## src/rtl/shift_reg_ctrl.sv

```systemverilog
// Command sequencer driving a WIDTH-bit universal shift register (load/shift/rotate).
// Optional feature macro: SHREG_CTRL_ROTATE_EN (enables ROR/ROL; otherwise they are rejected).
module shift_reg_ctrl #(
    parameter int WIDTH = 4,
    parameter int CNT_W = 4
) (
    input  logic             clk,
    input  logic             clr,
    input  logic             cmd_valid,
    output logic             cmd_ready,
    input  logic [2:0]       cmd_op,
    input  logic [CNT_W-1:0] cmd_count,
    input  logic [WIDTH-1:0] cmd_data,
    input  logic             cmd_fill,
    input  logic [WIDTH-1:0] sr_q,
    output logic [1:0]       sr_mode,
    output logic             sr_serial_in_r,
    output logic             sr_serial_in_l,
    output logic [WIDTH-1:0] sr_parallel_in,
    output logic             busy,
    output logic             done,
    output logic             err
);

    typedef enum logic [1:0] {
        ST_IDLE = 2'd0,
        ST_EXEC = 2'd1,
        ST_DONE = 2'd2
    } state_t;

    localparam logic [2:0] OP_LOAD = 3'd0;
    localparam logic [2:0] OP_SHR  = 3'd1;
    localparam logic [2:0] OP_SHL  = 3'd2;
    localparam logic [2:0] OP_ROR  = 3'd3;
    localparam logic [2:0] OP_ROL  = 3'd4;

    localparam logic [1:0] MODE_HOLD = 2'b00;
    localparam logic [1:0] MODE_SHR  = 2'b01;
    localparam logic [1:0] MODE_SHL  = 2'b10;
    localparam logic [1:0] MODE_LOAD = 2'b11;

    localparam logic [CNT_W-1:0] CNT_ONE = {{(CNT_W-1){1'b0}}, 1'b1};

    function automatic logic op_legal(input logic [2:0] op);
        logic ok;
        case (op)
            OP_LOAD, OP_SHR, OP_SHL: ok = 1'b1;
`ifdef SHREG_CTRL_ROTATE_EN
            OP_ROR, OP_ROL:          ok = 1'b1;
`endif
            default:                 ok = 1'b0;
        endcase
        return ok;
    endfunction

    // Rotates reuse the plain shift modes; only the serial source differs.
    function automatic logic [1:0] op_mode(input logic [2:0] op);
        logic [1:0] m;
        case (op)
            OP_LOAD:        m = MODE_LOAD;
            OP_SHR, OP_ROR: m = MODE_SHR;
            OP_SHL, OP_ROL: m = MODE_SHL;
            default:        m = MODE_HOLD;
        endcase
        return m;
    endfunction

    state_t             state_q, state_d;
    logic [CNT_W-1:0]   remaining_q, remaining_d;
    logic [2:0]         op_q, op_d;
    logic               fill_q, fill_d;
    logic [WIDTH-1:0]   data_q, data_d;
    logic [1:0]         mode_q, mode_d;
    logic               done_q, done_d;
    logic               err_q, err_d;
    logic [CNT_W-1:0]   accept_cnt_s;

    // Next-state and registered-output computation.
    always_comb begin
        state_d      = state_q;
        remaining_d  = remaining_q;
        op_d         = op_q;
        fill_d       = fill_q;
        data_d       = data_q;
        mode_d       = mode_q;
        done_d       = 1'b0;
        err_d        = 1'b0;
        accept_cnt_s = (cmd_op == OP_LOAD) ? CNT_ONE : cmd_count;
        case (state_q)
            ST_IDLE: begin
                if (cmd_valid) begin
                    op_d        = cmd_op;
                    fill_d      = cmd_fill;
                    data_d      = cmd_data;
                    remaining_d = accept_cnt_s;
                    if (op_legal(cmd_op) && (accept_cnt_s != {CNT_W{1'b0}})) begin
                        state_d = ST_EXEC;
                        mode_d  = op_mode(cmd_op);
                    end else begin
                        state_d = ST_DONE;
                        mode_d  = MODE_HOLD;
                        done_d  = 1'b1;
                        err_d   = ~op_legal(cmd_op);
                    end
                end else begin
                    mode_d = MODE_HOLD;
                end
            end
            ST_EXEC: begin
                remaining_d = remaining_q - CNT_ONE;
                if (remaining_q == CNT_ONE) begin
                    state_d = ST_DONE;
                    mode_d  = MODE_HOLD;
                    done_d  = 1'b1;
                end else begin
                    state_d = ST_EXEC;
                end
            end
            ST_DONE: begin
                state_d = ST_IDLE;
            end
            default: begin
                state_d = ST_IDLE;
                mode_d  = MODE_HOLD;
            end
        endcase
    end

    // State and output registers with synchronous clear.
    always_ff @(posedge clk) begin
        if (clr) begin
            state_q     <= ST_IDLE;
            remaining_q <= {CNT_W{1'b0}};
            op_q        <= OP_LOAD;
            fill_q      <= 1'b0;
            data_q      <= {WIDTH{1'b0}};
            mode_q      <= MODE_HOLD;
            done_q      <= 1'b0;
            err_q       <= 1'b0;
        end else begin
            state_q     <= state_d;
            remaining_q <= remaining_d;
            op_q        <= op_d;
            fill_q      <= fill_d;
            data_q      <= data_d;
            mode_q      <= mode_d;
            done_q      <= done_d;
            err_q       <= err_d;
        end
    end

`ifdef SHREG_CTRL_ROTATE_EN
    // Rotate feedback comes from the live register output so it is never stale.
    always_comb begin
        if (op_q == OP_ROR) begin
            sr_serial_in_r = sr_q[0];
        end else begin
            sr_serial_in_r = fill_q;
        end
        if (op_q == OP_ROL) begin
            sr_serial_in_l = sr_q[WIDTH-1];
        end else begin
            sr_serial_in_l = fill_q;
        end
    end
`else
    logic unused_sr_q_s;
    assign unused_sr_q_s  = ^sr_q;
    assign sr_serial_in_r = fill_q;
    assign sr_serial_in_l = fill_q;
`endif

    assign sr_mode        = mode_q;
    assign sr_parallel_in = data_q;
    assign done           = done_q;
    assign err            = err_q;
    assign busy           = (state_q != ST_IDLE);
    assign cmd_ready      = (state_q == ST_IDLE);

endmodule

```

## config.mk

```make
export PLATFORM = sky130hd
export DESIGN_NAME = shift_reg_ctrl
export DESIGN_NICKNAME = d
export VERILOG_FILES = /design/src/rtl/shift_reg_ctrl.sv
export SDC_FILE = /design/constraint.sdc
export NUM_CORES = 1
export LEC_CHECK = 0
export ABC_AREA = 0
export BUFFER_PORTS_ARGS = -buffer_cell sky130_fd_sc_hd__buf_2
export CORE_MARGIN = 10
export CORE_UTILIZATION = 29
export CTS_CLUSTER_SIZE = 10
export DETAILED_ROUTE_END_ITERATION = 12
export HOLD_SLACK_MARGIN = 0.15
export SLEW_MARGIN = 20
export SYNTH_ARGS = -nofsm -noshare
export SYNTH_HDL_FRONTEND = slang
export SYNTH_SLANG_ARGS = --single-unit
```

## constraint.sdc

```tcl
create_clock -name clk -period 1.9 [get_ports clk]
set_input_delay 0.38 -clock clk [delete_from_list [all_inputs] [get_ports clk]]
set_output_delay 0.38 -clock clk [all_outputs]
set_load 0.02 [all_outputs]
```

==> results.toml, run 1 <==
[status]
status = "finished clean"

[pwr]
p_switching_uw = 235
swShare_pct = 32.3
comb_power_share_pct = 23.8
seqPwrFrac_pct = 50.2
power.internal_uw = 493
clkPwrFrac_pct = 25.9
p_leak_nw = 0.391
cellPowerDensity_nw_per_um2 = 782
max-vdd-ir-drop_uv = 298

[critical_path]
cp_max_fo = 11
end_kind = "output port"
crit_arrival_ps = 1290
reg2regPathDepth = 3
rr_endpoint = "sr_mode[1]$_SDFFE_PP0P_"
reg2reg_slack_ps = 400
r2r-start = "state_q[1]$_SDFFE_PP0P_"
critPathRequiredTime_ps = 1520
worstSetupPathType = "flip-flop to output port"
cp-start-kind = "flip-flop"

[route]
first_pass_iters = 4
wl_per_cell_um = 13.9
vias = 704
drt_iter0_markers = 11
routed_wl_um = 1990
drc = 0
ant_nets = 0
vias_per_cell = 4.92

[hold_path]
hold_depth = 3
hp-start = "cmd_data[2]"
hold_path_end = "sr_parallel_in[2]$_SDFFE_PP0P_"
hp-class = "primary input to flip-flop"

[floorplan]
boundaryPins = 31
initial_core_util_pct = 30.7
fp.coreArea_um2 = 2480
die_h_um = 71.2
num_rows = 18
dieArea_um2 = 5070
die_w_um = 71.2

[yosys]
ys_seq_area_share_pct = 39.5
yosys_warnings = 0
synthDistinctLibCells = 36
postSynthAreaPerCell_um2 = 8.73
syn_inst = 87
ys_ff_latch = 15
synth_nets = 108
syn-cell-area_um2 = 759

[sta]
finalHoldViolCount = 0
finalSetupViolations = 0
slew_viol_final = 0
fin_skew_ps = 4.28
fin_crit_sh_pct = 87.7
worst_pin_slew_ps = 420
slew_headroom_pct = 71.7
rsz0062_at_grt = "false"
max_freq_ghz = 0.600
tns_ps = 0
fin_crit_ps = 1670

[clock_network]
cts.clk_slew.worst_paths_ps = 90
hold_buffers = 0
clock_path_buffers = 2
cts_resized = 0
cts.sinks = 15
clk_latency_ps = 290
cts_buffers = 3
post_cts_buffers = 0
h-tree-depth = 1
root_buffer = "clkbuf_4"
tritoncts = "done"

[final_layout]
final_nets = 135
nFillCells = 270
final_area_um2 = 931
syn_to_final_growth_pct = 22.6
final_core_util_pct = 37.6
antenna_cells = 0
drive_gt1_share_pct = 33.6
finalNonFillerCells = 143

[job]
maxCapViolations = 0

[placed_design]
place_area_um2 = 903
gp_congestion = 0.745
dp_cells = 139
dp_hpwl_um = 1580
portBuffers = 26

[grt]
overflow = 0
antenna_found_initial = 0
grt_pass1_vias = 717
track_usage_pct = 7.88
grt_max_degree = 17
grt_pass1_wl_um = 3330
==> power by group through the flow <==
stage	clock network [mW]	registers, mW	logic (mW)
floorplan	0	0.376	0.114
finish	0.189	0.366	0.174
detailed placement	0	0.373	0.176
global route	0.205	0.371	0.195
global placement	0	0.372	0.171
CTS	0.197	0.366	0.177
==> layer usage <==
metal / up-vias / wire length, µm / track usage, %
met5: - / 0 / 0
met4: 0 / 49 / 5.16
met3: 6 / 97 / 1.67
met2: 17 / 950 / 12.4
met1: 316 / 889 / 9.39
li1: 365 / - / -
==> through the flow <==
step	setup WS [ps]	power (mW)	hold slack, ps
global placement	338	0.543	440
finish	233	0.728	310
detailed placement	297	0.549	447
CTS	219	0.740	307
global route	154	0.771	314
floorplan	555	0.490	456
==> state kept, by name (all words and copies together), names as in the netlist <==
register        count
sr_parallel_in      4
done                1
remaining_q         4
err                 1
state_q             2
sr_mode             2
sr_serial_in_l      1
==> how the worst max path moves through the flow <==
stage,slack [ps],to,depth (start not counted),start
final,230,cmd_ready,3,state_q[1]$_SDFFE_PP0P_
after global routing,150,cmd_ready,3,state_q[1]$_SDFFE_PP0P_
after CTS,220,cmd_ready,3,state_q[1]$_SDFFE_PP0P_
after detailed placement,300,done$_SDFF_PP0_,4,cmd_count[0]
after global placement,340,sr_mode[1]$_SDFFE_PP0P_,4,clr
after floorplan,550,sr_mode[0]$_SDFFE_PP0P_,4,remaining_q[0]$_SDFFE_PP0P_
==> Yosys cell counts <==
cell | instances | area (µm²)
a2111oi_2 | 2 | 30.0
a211o_1 | 1 | 8.76
a21o_1 | 1 | 7.51
a21oi_1 | 8 | 40.0
a2bb2oi_1 | 1 | 8.76
a31oi_1 | 2 | 12.5
a32oi_1 | 1 | 8.76
and2b_1 | 1 | 7.51
and4bb_2 | 1 | 12.5
buf_2 | 1 | 5.00
buf_4 | 1 | 7.51
buf_6 | 1 | 11.3
clkbuf_1 | 2 | 7.51
dfxtp_1 | 15 | 300
ha_1 | 2 | 25.0
inv_1 | 5 | 18.8
nand2_1 | 16 | 60.1
nand2b_1 | 1 | 6.26
nand3_1 | 3 | 15.0
nor2_1 | 1 | 3.75
nor2_2 | 1 | 6.26
nor2b_1 | 2 | 12.5
nor3_1 | 2 | 10.0
nor3b_4 | 1 | 18.8
nor4_1 | 2 | 12.5
o21ai_0 | 2 | 10.0
o21bai_1 | 1 | 7.51
o2bb2ai_1 | 1 | 8.76
o31a_1 | 1 | 8.76
o32a_1 | 1 | 10.0
o32ai_1 | 2 | 17.5
or2_2 | 1 | 6.26
or3_1 | 1 | 6.26
or3b_1 | 1 | 8.76
or3b_2 | 1 | 8.76
or4b_1 | 1 | 10.0
==> cells by family after synthesis <==
group                    after synthesis  synth area share (%)
buffers and inverters                 10                  6.59
AND/OR/NAND/NOR                       36                  27.0
AO/OA/AOI/OAI                         24                  23.6
adder cells (fa/ha/maj)                2                  3.29
flip-flops                            15                  39.5
==> layout make-up <==
cell class                 instances  area (µm²)  share of cell area (%)
tap                               30        37.5                    4.03
timing repair buffer              27         138                    14.8
sequential                        15         300                    32.3
inverter                           5        18.8                    2.02
clock buffer                       3        22.5                    2.42
clock inverter                     1        5.00                   0.538
multi-input combinational         62         409                    44.0
==> worst max-delay path, stage by stage (launching register included) <==
cell	delay, ps
dfxtp_1	440
or2_2	350
inv_1	50
buf_2	150
==> cells in the final DEF (no fill, tap or decap), drive strengths merged, types with 2 or more instances in the layout <==
| cell | count |
|---|---|
| clkbuf | 3 |
| nor2 | 2 |
| nand3 | 3 |
| a31oi | 2 |
| ha | 2 |
| or3b | 2 |
| o32ai | 2 |
| nor3 | 2 |
| dfxtp | 15 |
| nor4 | 2 |
| a21oi | 8 |
| nor2b | 2 |
| buf | 27 |
| a2111oi | 2 |
| o21ai | 2 |
| nand2 | 16 |
| inv | 5 |
(Power assumes the default switching activity.)
==> run 2: changes to the inputs <==
Settings changed: PLACE_DENSITY set to 0.64.
==> results.toml, run 2 (synthesis results as in run 1) <==
[status]
status = "finished clean"

[critical_path]
crit_arrival_ps = 1290
crit_family = "flip-flops"
worstSetupPathType = "flip-flop to output port"
critPathMaxStageDelay_ps = 450
cp-start-kind = "flip-flop"
critPathRequiredTime_ps = 1520
crit_slowest_cell = "dfxtp_1"
crit_chain = "or2_2 > inv_1 > buf_2"
cp_max_fo = 11
crit_buf_inv = 2
end_kind = "output port"

[sta]
worst_pin_slew_ps = 499
finalSetupViolations = 0
fin_crit_sh_pct = 87.9
slew_headroom_pct = 66.4
tns_ps = 0
fin_skew_ps = 8.24
max_freq_ghz = 0.599
slew_viol_final = 0
finalHoldViolCount = 0
fin_crit_ps = 1670
rsz0062_at_grt = "false"

[placed_design]
place_area_um2 = 903
dp_hpwl_um = 1560
portBuffers = 26
gp_congestion = 0.765

[clock_network]
cts_buffers = 3
tritoncts = "done"
cts.sinks = 15
clock_path_buffers = 2
hold_buffers = 0
h-tree-depth = 1
root_buffer = "clkbuf_4"
cts_resized = 0
post_cts_buffers = 0
clk_latency_ps = 280
cts.clk_slew.worst_paths_ps = 90

[hold_path]
hp-class = "primary input to flip-flop"

[floorplan]
dieArea_um2 = 5070
initial_core_util_pct = 30.7
num_rows = 18
die_w_um = 71.2
boundaryPins = 31
die_h_um = 71.2
fp.coreArea_um2 = 2480

[grt]
track_usage_pct = 7.93
overflow = 0
antenna_found_initial = 0
grt_pass1_vias = 757
grt_max_degree = 17
grt_pass1_wl_um = 3350

[final_layout]
final_nets = 135
syn_to_final_growth_pct = 22.6
mostFrequentLayoutCell = "buf_2"
drive_gt1_share_pct = 33.6
final_cell_mix = "buf_2 (26), nand2_1 (16), dfxtp_1 (15), a21oi_1 (8), inv_1 (5)"
final_area_um2 = 931
antenna_cells = 0

[pwr]
cellPowerDensity_nw_per_um2 = 774
max-vdd-ir-drop_uv = 327
p_leak_nw = 0.391

[job]
maxCapViolations = 0

[route]
ant_nets = 0
first_pass_iters = 4
vias_per_cell = 5.01
wl_per_cell_um = 13.7
drt_iter0_markers = 32
routed_wl_um = 1960
vias = 717
drc = 0
-- run 2: cell counts in the layout (fill, tap and decap cells not counted) --
No cell type changed its count.
-- run 2: area by class of cell --
type                    count  area, µm²
clock buffers               3       22.5
clock inverters             1       5.00
fillers                   267       1550
inverters                   5       18.8
multi-input cells          62        409
flip-flops and latches     15        300
well taps                  30       37.5
repair buffers             27        138
-- run 2: tightest hold or removal path: cells and delay by family --
family	cells	cell delay, ps
buffers and inverters	1	100
AO/OA/AOI/OAI	1	50
AND/OR/NAND/NOR	1	40
-- run 2: per-stage QoR --
stage               std cells  power (mW)  setup slack, ps  util (%)  hold slack (ps)
floorplan                  87       0.490              555         -              456
global placement          139       0.542              315      36.5              441
detailed placement        139       0.548              275      36.5              448
CTS                       143       0.732              209      37.6              320
global route              143       0.773              164      37.6              316
finish                    143       0.721              230      37.6              322
-- run 2: per-layer routing --
layer / up-vias / GRT usage (%) / share of wire [%]
li1: 364 / - / -
met1: 329 / 8.68 / 42
met2: 22 / 12.8 / 47
met3: 2 / 2.93 / 9.2
met4: 0 / 4.52 / 1.6
met5: - / 0 / 0
-- run 2: final timing paths --
kind	startpoint	slack [ps]	cells past startpoint	endpoint
setup / recovery	state_q[1]$_SDFFE_PP0P_	230	3	cmd_ready
hold / removal	cmd_data[0]	320	3	sr_parallel_in[0]$_SDFFE_PP0P_
setup reg to reg	state_q[1]$_SDFFE_PP0P_	380	3	sr_mode[0]$_SDFFE_PP0P_
hold reg to reg	sr_parallel_in[0]$_SDFFE_PP0P_	460	2	sr_parallel_in[0]$_SDFFE_PP0P_
-- run 2: power breakdown --
group	internal, mW	leakage, nW	switching [mW]	total, mW
clock network	0.0781	0.0177	0.103	0.182
registers	0.339	0.123	0.0279	0.367
logic	0.0758	0.250	0.0968	0.173
total	0.493	0.391	0.228	0.721
==> run 3: changes to the inputs <==
Settings changed: GPL_TIMING_DRIVEN set to 0.
==> results.toml, run 3 (synthesis results as in run 1) <==
[route]
routed_wl_um = 2020
ant_nets = 0
wl_per_cell_um = 13.7
first_pass_iters = 4
vias = 733
drc = 0
drt_iter0_markers = 20
vias_per_cell = 4.99

[pwr]
max-vdd-ir-drop_uv = 462
p_switching_uw = 240
cellPowerDensity_nw_per_um2 = 772
p_total_uw = 737
seqPwrFrac_pct = 48.5
swShare_pct = 32.5
clkPwrFrac_pct = 26.0
power.internal_uw = 497
p_leak_nw = 0.405
comb_power_share_pct = 25.6

[floorplan]
initial_core_util_pct = 30.7
boundaryPins = 31
dieArea_um2 = 5070
num_rows = 18
die_w_um = 71.2
die_h_um = 71.2
fp.coreArea_um2 = 2480

[placed_design]
portBuffers = 26
gp_congestion = 0.811
dp_hpwl_um = 1600
place_area_um2 = 927

[status]
status = "finished clean"

[final_layout]
drive_gt1_share_pct = 34.2
nFillCells = 274
final_area_um2 = 955
mostFrequentLayoutCell = "buf_2"
final_nets = 139
antenna_cells = 0
syn_to_final_growth_pct = 25.7
final_cell_mix = "buf_2 (27), nand2_1 (16), dfxtp_1 (15), a21oi_1 (8), inv_1 (5)"

[hold_path]
hp-class = "primary input to flip-flop"

[critical_path]
crit_arrival_ps = 1290
cp_max_fo = 10
worstSetupPathType = "flip-flop to output port"
critPathRequiredTime_ps = 1520
cp-start-kind = "flip-flop"
end_kind = "output port"

[sta]
max_freq_ghz = 0.599
slew_viol_final = 0
tns_ps = 0
worst_pin_slew_ps = 520
finalSetupViolations = 0
fin_skew_ps = 2.26
fin_crit_ps = 1670
fin_crit_sh_pct = 87.9
slew_headroom_pct = 65.0
rsz0062_at_grt = "false"
finalHoldViolCount = 0

[clock_network]
cts_buffers = 3
clk_latency_ps = 290
cts.sinks = 15
root_buffer = "clkbuf_4"
cts.clk_slew.worst_paths_ps = 100
tritoncts = "done"
cts_resized = 0
post_cts_buffers = 0
clock_path_buffers = 2
hold_buffers = 0
h-tree-depth = 1

[grt]
overflow = 0
grt_max_degree = 11
grt_pass1_wl_um = 3420
track_usage_pct = 8.24
grt_pass1_vias = 748
antenna_found_initial = 0

[job]
maxCapViolations = 0
==> run 3: cell types whose count changed in the layout (fill, tap and decap cells not counted), sizes merged <==
cell / change
clkbuf: +2
buf: +2
==> run 3: worst max-delay path, cell delays in order (launching register included) <==
cell     delay, ps
dfxtp_1        320
buf_2          180
or2_2          300
inv_1           50
buf_2          150
==> run 3: per-layer routing <==
layer,track usage (%),part of all wire (%)
met3,3.21,7.4
met5,0,0
met4,4.09,1.9
met1,8.84,45
met2,13.7,46
==> run 3: cell type report <==
cell class,count,area (µm²),area share (%)
Clock buffer,3,22.5,2.36
Buffer,5,31.3,3.28
Sequential cell,15,300,31.5
Clock inverter,1,5.00,0.524
Timing Repair Buffer,26,130,13.6
Tap cell,30,37.5,3.93
Inverter,5,18.8,1.97
Multi-Input combinational cell,62,409,42.9
==> run 3: stage by stage <==
step | util [%] | hold WS [ps] | std cells | setup slack [ps]
2_1_floorplan | - | 456 | 87 | 555
3_3_place_gp | 37.4 | 440 | 143 | 290
3_5_place_dp | 37.4 | 450 | 143 | 275
4_1_cts | 38.5 | 317 | 147 | 226
5_1_grt | 38.5 | 326 | 147 | 157
6_report | 38.5 | 317 | 147 | 231
==> run 3: worst paths after layout <==
check	slack [ps]	end	startpoint	cells past startpoint
worst max-delay path	230	cmd_ready	state_q[0]$_SDFFE_PP0P_	4
worst min-delay path	320	sr_serial_in_l$_SDFFE_PP0P_	cmd_fill	3
worst max register to register	420	sr_mode[1]$_SDFFE_PP0P_	remaining_q[0]$_SDFFE_PP0P_	4
worst min register to register	460	sr_parallel_in[3]$_SDFFE_PP0P_	sr_parallel_in[3]$_SDFFE_PP0P_	2
==> run 3: power by group through the flow <==
stage / clock network [mW] / registers [mW] / logic (mW)
final: 0.191 / 0.357 / 0.188
after global routing: 0.204 / 0.362 / 0.212
after CTS: 0.192 / 0.357 / 0.191
after detailed placement: 0 / 0.364 / 0.190
after global placement: 0 / 0.363 / 0.185
after floorplan: 0 / 0.376 / 0.114
